[config.mk]
export PLATFORM = sky130hd
export DESIGN_NAME = mem_port_arbiter
export DESIGN_NICKNAME = d
export VERILOG_FILES = /design/src/rtl/mem_port_arbiter.sv
export SDC_FILE = /design/constraint.sdc
export NUM_CORES = 1
export LEC_CHECK = 0
export CORE_MARGIN = 5
export CORE_UTILIZATION = 38
export DETAILED_ROUTE_END_ITERATION = 7
export GPL_TIMING_DRIVEN = 1
export PLACE_DENSITY = 0.75
export SETUP_SLACK_MARGIN = 0.02
export SLEW_MARGIN = 20
export SYNTH_ARGS = -nofsm -noshare
export SYNTH_HDL_FRONTEND = slang
export SYNTH_SLANG_ARGS = --single-unit
[constraint.sdc]
create_clock -name clk_i -period 2.1 [get_ports clk_i]
set_input_delay 0.42 -clock clk_i [delete_from_list [all_inputs] [get_ports clk_i]]
set_output_delay 0.42 -clock clk_i [all_outputs]
set_load 0.01 [all_outputs]
[src/rtl/mem_port_arbiter.sv]
// mem_port_arbiter: serializes fetch and data-port accesses onto one single-port memory with ready handshake.
// Define MEM_ARB_RR_EN for round-robin conflict resolution (default: data port has fixed priority).
module mem_port_arbiter #(
  parameter int ADDR_W = 32,
  parameter int DATA_W = 32,
  parameter int CNT_W  = 32
) (
  input  logic              clk_i,
  input  logic              rst_n_i,
  input  logic              if_req_i,
  input  logic [ADDR_W-1:0] if_addr_i,
  output logic [DATA_W-1:0] if_rdata_o,
  output logic              if_ack_o,
  output logic              if_stall_o,
  input  logic              dm_req_i,
  input  logic              dm_we_i,
  input  logic [ADDR_W-1:0] dm_addr_i,
  input  logic [DATA_W-1:0] dm_wdata_i,
  output logic [DATA_W-1:0] dm_rdata_o,
  output logic              dm_ack_o,
  output logic              dm_stall_o,
  output logic              mem_en_o,
  output logic              mem_we_o,
  output logic [ADDR_W-1:0] mem_addr_o,
  output logic [DATA_W-1:0] mem_wdata_o,
  input  logic [DATA_W-1:0] mem_rdata_i,
  input  logic              mem_ready_i,
  output logic [CNT_W-1:0]  stall_cnt_o
);
  typedef enum logic [1:0] {IDLE, ACC_IF, ACC_DM} state_t;
  state_t state_q, state_d;
  logic [ADDR_W-1:0] addr_q, addr_d;
  logic [DATA_W-1:0] wdata_q, wdata_d, if_rdata_q, if_rdata_d, dm_rdata_q, dm_rdata_d;
  logic we_q, we_d, if_ack_q, if_ack_d, dm_ack_q, dm_ack_d;
  logic [CNT_W-1:0] cnt_q, cnt_d;
  logic if_elig, dm_elig, pick_dm, grant;
  assign if_elig = if_req_i & ~if_ack_q;
  assign dm_elig = dm_req_i & ~dm_ack_q;
  assign grant   = if_elig | dm_elig;
`ifdef MEM_ARB_RR_EN
  // last_dm_q = 1 when the data port won the most recent grant
  logic last_dm_q, last_dm_d;
  assign pick_dm   = dm_elig & (~if_elig | ~last_dm_q);
  assign last_dm_d = (state_q == IDLE && grant) ? pick_dm : last_dm_q;
  always_ff @(posedge clk_i or negedge rst_n_i)
    if (!rst_n_i) last_dm_q <= 1'b0;
    else          last_dm_q <= last_dm_d;
`else
  assign pick_dm = dm_elig;
`endif
  always_comb begin
    state_d    = state_q;
    addr_d     = addr_q;
    we_d       = we_q;
    wdata_d    = wdata_q;
    if_rdata_d = if_rdata_q;
    dm_rdata_d = dm_rdata_q;
    if_ack_d   = 1'b0;
    dm_ack_d   = 1'b0;
    case (state_q)
      IDLE: if (grant) begin
        state_d = pick_dm ? ACC_DM : ACC_IF;
        addr_d  = pick_dm ? dm_addr_i : if_addr_i;
        we_d    = pick_dm & dm_we_i;
        wdata_d = pick_dm ? dm_wdata_i : wdata_q;
      end
      ACC_IF: if (mem_ready_i) begin
        state_d    = IDLE;
        if_ack_d   = 1'b1;
        if_rdata_d = mem_rdata_i;
      end
      ACC_DM: if (mem_ready_i) begin
        state_d    = IDLE;
        dm_ack_d   = 1'b1;
        dm_rdata_d = we_q ? dm_rdata_q : mem_rdata_i;
      end
      default: state_d = IDLE;
    endcase
  end
  assign if_stall_o = if_req_i & ~if_ack_q;
  assign dm_stall_o = dm_req_i & ~dm_ack_q;
  assign cnt_d = ((if_stall_o | dm_stall_o) && cnt_q != '1) ? cnt_q + CNT_W'(1) : cnt_q;
  always_ff @(posedge clk_i or negedge rst_n_i)
    if (!rst_n_i) begin
      state_q    <= IDLE;
      addr_q     <= '0;
      we_q       <= 1'b0;
      wdata_q    <= '0;
      if_rdata_q <= '0;
      dm_rdata_q <= '0;
      if_ack_q   <= 1'b0;
      dm_ack_q   <= 1'b0;
      cnt_q      <= '0;
    end else begin
      state_q    <= state_d;
      addr_q     <= addr_d;
      we_q       <= we_d;
      wdata_q    <= wdata_d;
      if_rdata_q <= if_rdata_d;
      dm_rdata_q <= dm_rdata_d;
      if_ack_q   <= if_ack_d;
      dm_ack_q   <= dm_ack_d;
      cnt_q      <= cnt_d;
    end
  assign mem_en_o    = state_q != IDLE;
  assign mem_we_o    = we_q & mem_en_o;
  assign mem_addr_o  = addr_q;
  assign mem_wdata_o = wdata_q;
  assign if_rdata_o  = if_rdata_q;
  assign dm_rdata_o  = dm_rdata_q;
  assign if_ack_o    = if_ack_q;
  assign dm_ack_o    = dm_ack_q;
  assign stall_cnt_o = cnt_q;
endmodule

# Word level (Yosys, flattened, before mapping)
# Cells that the tools add are included.
# totals
output_inout_bits	166
wordCells	40
inputBits	134
reg_bits	165
# op_classes
mux	8
n_bitwise	8
reduce_logical	9
n_eq_ne	5
n_addsub	1
# op_table
op	n
adder 32 x 1 -> 32 bit (second input constant)	1
2-to-1 mux 32 bit	1
inequality test 32 bit (second input constant)	1
2-to-1 mux 2 bit	3
AND reduction 2 bit	3
AND reduction 3 bit	2
bitwise AND 1 bit	4
case mux 2 bit (2 select lines)	1
2-to-1 mux 1 bit	3
NOT 1 bit	3
equality test 2 x 1 -> 1 bit (second input constant)	1
equality test 2 bit (second input constant)	1
logical NOT 2 bit	1
inequality test 2 x 1 -> 1 bit (second input constant)	1
inequality test 2 bit (second input constant)	1
nonzero test 2 bit	1
OR reduction 2 bit	1
logical AND 1 bit	1
bitwise OR 1 bit	1

# Logic depth before layout (Yosys ltp)
# Gate-level depths: netlist (run 1).
# logic_depth
word_depth	5
ltp_mapped	7
mapped_depth_nobuf	6

# Least setup slack after synthesis (run 1)
# OpenSTA, ideal clock, no wires.
# synth_timing
path_kind	register to register
start	register cnt_q[0] (netlist: stall_cnt_o[0])
end	register cnt_q[11] (netlist: stall_cnt_o[11])
arrival_ps	2088
required_ps	1974
setup_slack_ps	-115
period_less_slack_ps	2215
stages_incl_launch_ff	7
setup_time_ps	126
path_buffers	0
path_cell_list	dfrtp_1 -> ha_1 -> nand4_1 -> or4_4 -> nor4_4 -> and4bb_1 -> xor2_1
# synth_via
elab_chain_cells	2
elab_cells_between_ends	3
cone_classes	add/sub (1); eq/ne (1); reduce/logical (1)
# synth_rtl
element	line_no	rtl
start: declaration	35	logic [CNT_W-1:0] cnt_q, cnt_d;
start signal: assignment	103	cnt_q <= cnt_d;
branches (longest 2 deep; another with adder 32 x 1 -> 32 bit)	-	
# Parallel ways; which one is timed is not known.
# A chain may end at the register's enable or synchronous reset.

# Final worst setup path (run 1)
# layout_timing
start	register cnt_q[0] (netlist: stall_cnt_o[0])
end	register cnt_q[19] (netlist: stall_cnt_o[19])
# Same word-level chain as after synthesis.

==> results of run 1 <==
-- flip-flops by register name, indices dropped and copies added, names as in the netlist --
| signal | count |
|---|---|
| dm_rdata_o | 32 |
| if_rdata_o | 32 |
| mem_addr_o | 32 |
| mem_wdata_o | 32 |
| stall_cnt_o | 32 |
| state_q | 2 |
| dm_ack_o | 1 |
| if_ack_o | 1 |
| we_q | 1 |
-- metrics by stage --
step,util (%),hold slack [ns]
floorplan,-,0.124
global placement,58.1,0.425
detailed placement,58.1,0.426
CTS,61.6,0.484
global route,61.9,0.499
finish,61.9,0.475
-- final cells by class --
cell class                      count  area, um^2
Fill cell                        1403        6800
Sequential cell                   165        4130
Timing Repair Buffer              337        3370
Multi-Input combinational cell    323        2630
Clock buffer                       18         429
Tap cell                          229         287
Clock inverter                     14         161
Inverter                           10        37.5
-- critical path: stages, from the launching register on --
cell	delay [ns]
dfrtp_1	0.37
ha_2	0.19
nand4_1	0.11
or4_4	0.58
nor4_4	0.29
buf_6	0.19
nor4b_1	0.07
xor2_1	0.15
-- metal layers --
layer	global-route usage, %	up-vias	share of wire [%]	routed length, um
met5	0	-	0	0
met4	5.45	0	1.7	327
met3	7.85	27	9.7	1820
met2	29.6	182	51	9520
met1	21.4	2553	38	7170
li1	-	2493	-	-
-- placed cells by master, fill, tap and decap left out, types with 2 or more instances in the layout --
cell / instances
dlygate4sd2_1: 4
a21oi_1: 3
bufinv_16: 2
clkbuf_16: 17
ha_1: 2
nand3_1: 6
o211ai_1: 2
buf_6: 2
nand4_1: 9
mux2_2: 96
and4_1: 2
nor3_2: 3
nor2_1: 16
xnor2_1: 14
nor4_2: 2
buf_4: 29
dfrtp_1: 165
o21ai_0: 32
clkdlybuf4s50_1: 294
nor2b_1: 2
inv_8: 2
nand2_1: 55
nor3_1: 5
xor2_1: 15
clkinv_4: 2
nand2b_1: 3
clkinv_2: 2
mux2i_1: 32
inv_1: 9
inv_6: 5
buf_12: 7
-- where the power goes --
part,internal (mW),switching (mW)
logic,3.85,2.57
clock network,1.79,1.35
registers,4.53,0.665
-- timing repair --
action,4_1_cts,5_1_grt
resized for setup,7,7
cloned,0,0
endpoints found under the hold margin,47,0
hold buffers,1,0
pin swaps,5,6
buffers inserted,1,2
setup endpoints to repair,6,27
-- path summary, 6_finish.rpt --
check | end | slack [ns] | cells past startpoint
max in group asynchronous | if_rdata_o[11]$_DFFE_PN0P_ | 0.96 | 3
setup reg to reg | stall_cnt_o[19]$_DFFE_PN0P_ | 0.03 | 7
min in group asynchronous | stall_cnt_o[15]$_DFFE_PN0P_ | 0.54 | 2
hold / removal | mem_addr_o[27]$_DFFE_PN0P_ | 0.48 | 2
setup / recovery | stall_cnt_o[19]$_DFFE_PN0P_ | 0.03 | 7
hold reg to reg | mem_addr_o[27]$_DFFE_PN0P_ | 0.48 | 2
-- logic make-up after synthesis --
logic type | count (synthesis) | synth area share (%)
AO/OA/AOI/OAI | 45 | 4.04
XOR/XNOR | 29 | 3.72
adder cells (fa/ha/maj) | 4 | 0.734
buffers and inverters | 31 | 1.71
flip-flops | 165 | 60.6
multiplexers | 128 | 20.6
AND/OR/NAND/NOR | 117 | 8.70
==> flow_summary.yaml, run 1 <==
placement:
  placed_cells: 1060
  gp_congestion: 0.824
  dp_hpwl_mm: 14.1
  portBuffers: 299
  dpl-instance-area_um2: 10400
  place_ws_ns: -0.217
routing:
  final_antenna_net_count: 0
  drt_iter0_markers: 180
  drc: 0
  num_vias: 5255
  vias_per_cell: 4.79
  wirelength_mm: 18.8
  drt-wirelength-per-cell_um: 17.2
  first_pass_iters: 4
critical_path:
  arrival_ns: 2.35
  r2r-start: "stall_cnt_o[0]$_DFFE_PN0P_"
  critPathKind: "flip-flop to flip-flop"
  worstSetupEndpointType: "flip-flop"
  startpoint_type: "flip-flop"
  path_max_fanout: 6
  cp-startpoint: "stall_cnt_o[0]$_DFFE_PN0P_"
  worstPathRequired_ns: 2.38
yosys:
  synth_commonest_cells: "165 x dfrtp_1, 96 x mux2_2, 55 x nand2_1"
  synth-seq-cells: 165
  ys_types: 41
  yosysTopAreaCellShare_pct: 60.6
  synth_nets: 657
  yosysTopAreaCell: "dfrtp_1"
  yosys_warnings: 0
  synth.most_common_cell: "dfrtp_1"
  ys_async_sr_fraction_pct: 100
  synth_area_um2: 6820
  synthTopCellsByArea: "dfrtp_1 61%, mux2_2 16%, mux2i_1 4.7%"
  synth_seq_area_share_pct: 60.6
  yosys_most_used_dff: "dfrtp_1"
  synth_edf_count: 0
  netlist_instances: 519
  avgSynthCellArea_um2: 13.1
timing:
  fin_ws_ns: 0.0338
  min_period_ns: 2.07
  setup_tns_ns: 0
  fin_skew_ns: 0.0116
  grt_setup_unrepaired: "yes"
  fmax_mhz: 484
  hold_viol_final: 0
  finalSetupViolations: 0
  worst_slew_pin_slew_ns: 0.525
  drv_slew: 0
  max_slew_margin_pct: 65.0
  finalCritPeriodShare_pct: 98.4
floorplanning:
  initial_utilization_pct: 38.2
  io_pins: 300
  die_w_um: 144
  core_um2: 17800
  die_y_um: 144
  fp.dieArea_um2: 20700
  rows: 49
worst_hold_path:
  hp-class: "flip-flop to flip-flop"
  hold_start: "mem_addr_o[27]$_DFFE_PN0P_"
grt:
  grt_max_degree: 66
  grt_pass1_wl_mm: 29.2
  antenna_found_initial: 0
  grt_pass1_vias: 5470
  grt_remaining_overflow: 0
  grt_usage_pct: 18.0
clock_tree:
  cts_buffer_depth: 2
  htree_levels: 4
  clockRootBuffer: "clkbuf_16"
  clock-sinks: 165
  numCtsBuffers: 17
  clkSlewWorstSetupHoldPaths_ns: 0.07
  clk_latency_ns: 0.42
  cts_tree: "yes"
power_and_ir_drop:
  irDropWorstVdd_uv: 754
  finalPower_mw: 14.8
  power-per-cell-area_nw_per_um2: 1340
  p_leak_nw: 4.82
status:
  status: "completed"
finish:
  final_cells: 1096
  fin_nets: 992
  drive_gt1_share_pct: 21.1
  diodes: 0
  syn_to_final_growth_pct: 61.9
  design_area_um2: 11000
job:
  cap_violations: 0
(Power assumes the default switching activity.)
==> run 2: changes to the inputs <==
CORE_UTILIZATION = 42   (was 38)
PLACE_DENSITY = 0.78   (was 0.75)
SETUP_SLACK_MARGIN = 0.1   (was 0.02)
clock period = 2 ns   (was 2.1 ns; I/O delays follow)
==> flow_summary.yaml, run 2 (same netlist as run 1, synthesis figures left out) <==
floorplanning:
  io_pins: 300
  rows: 46
  fp.dieArea_um2: 18900
  die_y_um: 137
  die_w_um: 137
  initial_utilization_pct: 42.9
  core_um2: 15900
clock_tree:
  htree_levels: 4
  clkSlewWorstSetupHoldPaths_ns: 0.07
  cts_tree: "yes"
  clk_latency_ns: 0.43
  clockRootBuffer: "clkbuf_16"
  numCtsBuffers: 17
  clock-sinks: 165
  cts_buffer_depth: 2
placement:
  dpl-instance-area_um2: 10500
  dp_hpwl_mm: 15.2
  gp_congestion: 0.914
  portBuffers: 299
  placed_cells: 1061
timing:
  fmax_mhz: 466
  grt_setup_unrepaired: "yes"
  holdWs_ns: 0.482
  max_slew_margin_pct: 64.2
  drv_slew: 0
  fin_ws_ns: -0.146
  hold_viol_final: 0
  fin_skew_ns: 0.00783
  worst_slew_pin_slew_ns: 0.537
  finalCritPeriodShare_pct: 107
  min_period_ns: 2.15
  setup_tns_ns: -2.33
  finalSetupViolations: 24
grt:
  grt_usage_pct: 21.4
  grt_pass1_vias: 5948
  grt_max_degree: 53
  grt_remaining_overflow: 0
  globalRouteMet1Util_pct: 23.3
  grt_pass1_wl_mm: 31.0
  grtUsageMet3_pct: 8.36
  top_usage_layer: "met2"
  antenna_found_initial: 0
  use_met2_pct: 37.0
power_and_ir_drop:
  irDropWorstVdd_uv: 916
  pwr-share-comb_pct: 43.8
  power-per-cell-area_nw_per_um2: 1390
  p_sw_share_pct: 31.7
  finalPower_mw: 15.7
  power.share.clock_pct: 21.2
  p_leak_nw: 5.13
  p_int_mw: 10.8
  sequentialPowerShare_pct: 35.0
  p_switching_mw: 4.98
critical_path:
  worstPathRequired_ns: 2.29
  slowest_stage: "or4_4"
  arrival_ns: 2.43
  critPathKind: "flip-flop to flip-flop"
  rrSetupSlack_ns: -0.15
  critPathTopFamily: "simple AND/OR/NAND/NOR gates"
  r2r_cells: 7
  path_max_fanout: 6
  startpoint_type: "flip-flop"
  worstSetupEndpointType: "flip-flop"
  cp.depth: 7
  critPathBufInv: 1
  crit_chain: "ha_2 > nand4_1 > or4_4 > nor4_4 > buf_6 > nor4_1 > xor2_1"
  max_stage_delay_ns: 0.61
routing:
  drc: 0
  drt_iter0_markers: 204
  drt-wirelength-per-cell_um: 18.4
  final_antenna_net_count: 0
  num_vias: 5457
  vias_per_cell: 4.95
  first_pass_iters: 4
  wirelength_mm: 20.3
worst_hold_path:
  hold_depth: 2
  hp-class: "flip-flop to flip-flop"
finish:
  final_cell_mix: "282 x clkdlybuf4s50_1, 164 x dfrtp_1, 96 x mux2_2"
  fin_nets: 1012
  drive_gt1_share_pct: 25.0
  diodes: 0
  syn_to_final_growth_pct: 66.2
  mostFrequentLayoutCell: "clkdlybuf4s50_1"
  final_cells: 1103
  design_area_um2: 11300
job:
  cap_violations: 0
status:
  status: "finished, violations left"
  violations: "negative setup slack"
-- run 2: area by class of cell --
class | instances | area [um^2]
clock buffers | 18 | 439
clock inverters | 14 | 165
fillers | 1102 | 4550
inverters | 10 | 37.5
multi-input cells | 323 | 2730
flip-flops and latches | 165 | 4130
well taps | 216 | 270
repair buffers | 357 | 3560
-- run 2: worst paths after layout --
| path | end | startpoint |
|---|---|---|
| hold / removal | mem_addr_o[0]$_DFFE_PN0P_ | mem_addr_o[0]$_DFFE_PN0P_ |
| setup / recovery | stall_cnt_o[25]$_DFFE_PN0P_ | stall_cnt_o[0]$_DFFE_PN0P_ |
| min in group asynchronous | stall_cnt_o[15]$_DFFE_PN0P_ | rst_n_i |
| setup reg to reg | stall_cnt_o[25]$_DFFE_PN0P_ | stall_cnt_o[0]$_DFFE_PN0P_ |
| max in group asynchronous | if_rdata_o[18]$_DFFE_PN0P_ | rst_n_i |
| hold reg to reg | mem_addr_o[0]$_DFFE_PN0P_ | mem_addr_o[0]$_DFFE_PN0P_ |
-- run 2: what timing repair did --
| action | CTS | global route |
|---|---|---|
| setup endpoints to repair | 31 | 43 |
| resized for setup | 23 | 33 |
| pin swaps | 3 | 9 |
| setup buffers | 4 | 5 |
| hold buffers | 1 | 0 |
| hold endpoints to repair | 46 | 0 |
-- run 2: power by group through the flow --
stage | combinational (mW) | sequential [mW] | clock, mW
2_1_floorplan | 2.05 | 6.19 | 0
6_report | 6.89 | 5.51 | 3.34
3_5_place_dp | 6.90 | 5.55 | 0
3_3_place_gp | 6.74 | 5.45 | 0
4_1_cts | 7.00 | 5.51 | 3.42
5_1_grt | 7.38 | 5.68 | 3.54
-- run 2: per-layer routing --
layer	share of wire, %	routed length [um]
met1	36	7280
met2	52	10600
met3	8.9	1810
met4	3.3	676
met5	0	0
-- run 2: metrics by stage --
stage / worst slack [ns] / utilization (%)
floorplan: -0.213 / -
global route: -0.254 / 71.4
global placement: -0.237 / 66.0
detailed placement: -0.216 / 66.0
finish: -0.146 / 71.4
CTS: -0.0839 / 70.4
-- run 2: worst register-to-register path: cells and delay by family, from the launching register on --
kind / cells / cell delay, ns
fa+ha+maj: 1 / 0.19
flops: 1 / 0.36
buf+inv: 1 / 0.18
xor+xnor: 1 / 0.16
simple gates: 4 / 1.13
==> run 3: changes to the inputs <==
CORE_UTILIZATION = 46   (was 42)
GPL_TIMING_DRIVEN = not set   (was 1)
PLACE_DENSITY = 0.85   (was 0.78)
clock period = 2.7 ns   (was 2 ns; I/O delays follow)
==> flow_summary.yaml, run 3 (same netlist as run 1, synthesis figures left out) <==
routing:
  num_vias: 5244
  drc: 0
  vias_per_cell: 5.13
  first_pass_iters: 4
  wirelength_mm: 19.0
  drt-wirelength-per-cell_um: 18.6
  drt_iter0_markers: 258
  final_antenna_net_count: 0
critical_path:
  startpoint_type: "primary input"
  critPathKind: "primary input to output pin"
  critPathTopFamily: "buffers and inverters"
  cp_common_cell: "clkdlybuf4s50_1"
  max_stage_delay_ns: 0.60
  crit_chain: "clkdlybuf4s50_1 > nand2b_1 > inv_2 > clkdlybuf4s50_1"
  critPathBufInv: 3
  r2r-start: "stall_cnt_o[1]$_DFFE_PN0P_"
  cp-startpoint: "dm_req_i"
  worstReg2RegEnd: "stall_cnt_o[11]$_DFFE_PN0P_"
  r2r_cells: 6
  path_max_fanout: 3
  rrSetupSlack_ns: 0.29
  worstPathRequired_ns: 2.16
  slowest_stage: "clkdlybuf4s50_1"
  worstSetupEndpointType: "output pin"
  arrival_ns: 1.90
timing:
  fin_skew_ns: 0.00851
  grt_setup_unrepaired: "no"
  holdWs_ns: 0.102
  finalCritPeriodShare_pct: 90.3
  drv_slew: 0
  worst_slew_pin_slew_ns: 0.634
  hold_viol_final: 0
  finalSetupViolations: 0
  setup_tns_ns: 0
  min_period_ns: 2.44
  fmax_mhz: 410
  max_slew_margin_pct: 57.7
floorplanning:
  fp.dieArea_um2: 17400
  rows: 44
  initial_utilization_pct: 46.9
  die_w_um: 132
  io_pins: 300
  core_um2: 14500
  die_y_um: 132
grt:
  antenna_found_initial: 0
  grt_pass1_wl_mm: 30.9
  grt_pass1_vias: 5683
  grt_usage_pct: 22.0
  grt_remaining_overflow: 0
  grt_max_degree: 68
power_and_ir_drop:
  power-per-cell-area_nw_per_um2: 1070
  p_leak_nw: 4.65
  irDropWorstVdd_uv: 642
finish:
  drive_gt1_share_pct: 17.4
  syn_to_final_growth_pct: 56.8
  multi_input_area_um2: 2570
  mostFrequentLayoutCell: "clkdlybuf4s50_1"
  final_cell_mix: "298 x clkdlybuf4s50_1, 165 x dfrtp_1, 96 x mux2_2"
  postLayoutCoreUtil_pct: 73.6
  seqCellArea_um2: 4130
  diodes: 0
  fin_nets: 964
  nFillCells: 1001
job:
  cap_violations: 0
clock_tree:
  htree_levels: 4
  cts_resized: 0
  clock-sinks: 165
  cts_buffer_depth: 2
  cts_hold_buf: 0
  post-cts-setup-buffers: 0
  cts_tree: "yes"
  numCtsBuffers: 17
  clkSlewWorstSetupHoldPaths_ns: 0.06
  clk_latency_ns: 0.42
  clockRootBuffer: "clkbuf_16"
placement:
  dp_hpwl_mm: 14.6
  portBuffers: 299
  gp_congestion: 0.838
worst_hold_path:
  hp-class: "primary input to async pin"
status:
  status: "completed"
==> run 3: cell count changes in the layout (fill, tap and decap cells not counted), sizes merged, moves of 2 or more <==
cell / before / now
buf: 58 / 11
clkbuf: 20 / 18
clkdlybuf4s50: 282 / 298
clkinv: 1 / 8
clkinvlp: 4 / 2
dlygate4sd2: 3 / 0
dlymetal6s2s: 10 / 0
inv: 17 / 10
==> run 3: worst max path at each step <==
stage | endpoint | slack, ns | depth (start not counted)
after floorplan | stall_cnt_o[11]$_DFFE_PN0P_ | 0.49 | 6
after detailed placement | stall_cnt_o[21]$_DFFE_PN0P_ | 0.18 | 6
after CTS | dm_stall_o | 0.25 | 4
after global placement | dm_stall_o | 0.25 | 4
final | dm_stall_o | 0.26 | 4
after global routing | stall_cnt_o[11]$_DFFE_PN0P_ | 0.19 | 6
==> run 3: layer usage <==
metal | global-route usage, % | part of all wire (%) | vias up
li1 | - | - | 2429
met1 | 25.2 | 37 | 2564
met2 | 37.6 | 52 | 210
met3 | 7.90 | 7.7 | 41
met4 | 8.91 | 3.4 | 0
met5 | 0 | 0 | -
==> run 3: stage by stage <==
stage	power (mW)	cell area (um^2)	std cells	worst slack, ns
floorplan	6.10	6820	519	0.485
global placement	8.85	10100	991	0.249
detailed placement	9.08	10100	991	0.179
CTS	11.5	10700	1022	0.252
global route	12.0	10700	1022	0.189
finish	11.4	10700	1022	0.262
==> run 3: power breakdown <==
group	internal [mW]	switching, mW	leakage, nW
combinational	2.90	1.96	2.35
clock	1.45	0.972	0.285
sequential	3.53	0.594	2.02
total	7.87	3.53	4.65
==> run 3: area by class of cell <==
class | instances | share of cell area, %
flip-flops and latches | 165 | 38.6
clock buffers | 18 | 4.01
well taps | 184 | 2.15
multi-input cells | 323 | 24.1
inverters | 10 | 0.351
repair buffers | 309 | 29.3
clock inverters | 13 | 1.50
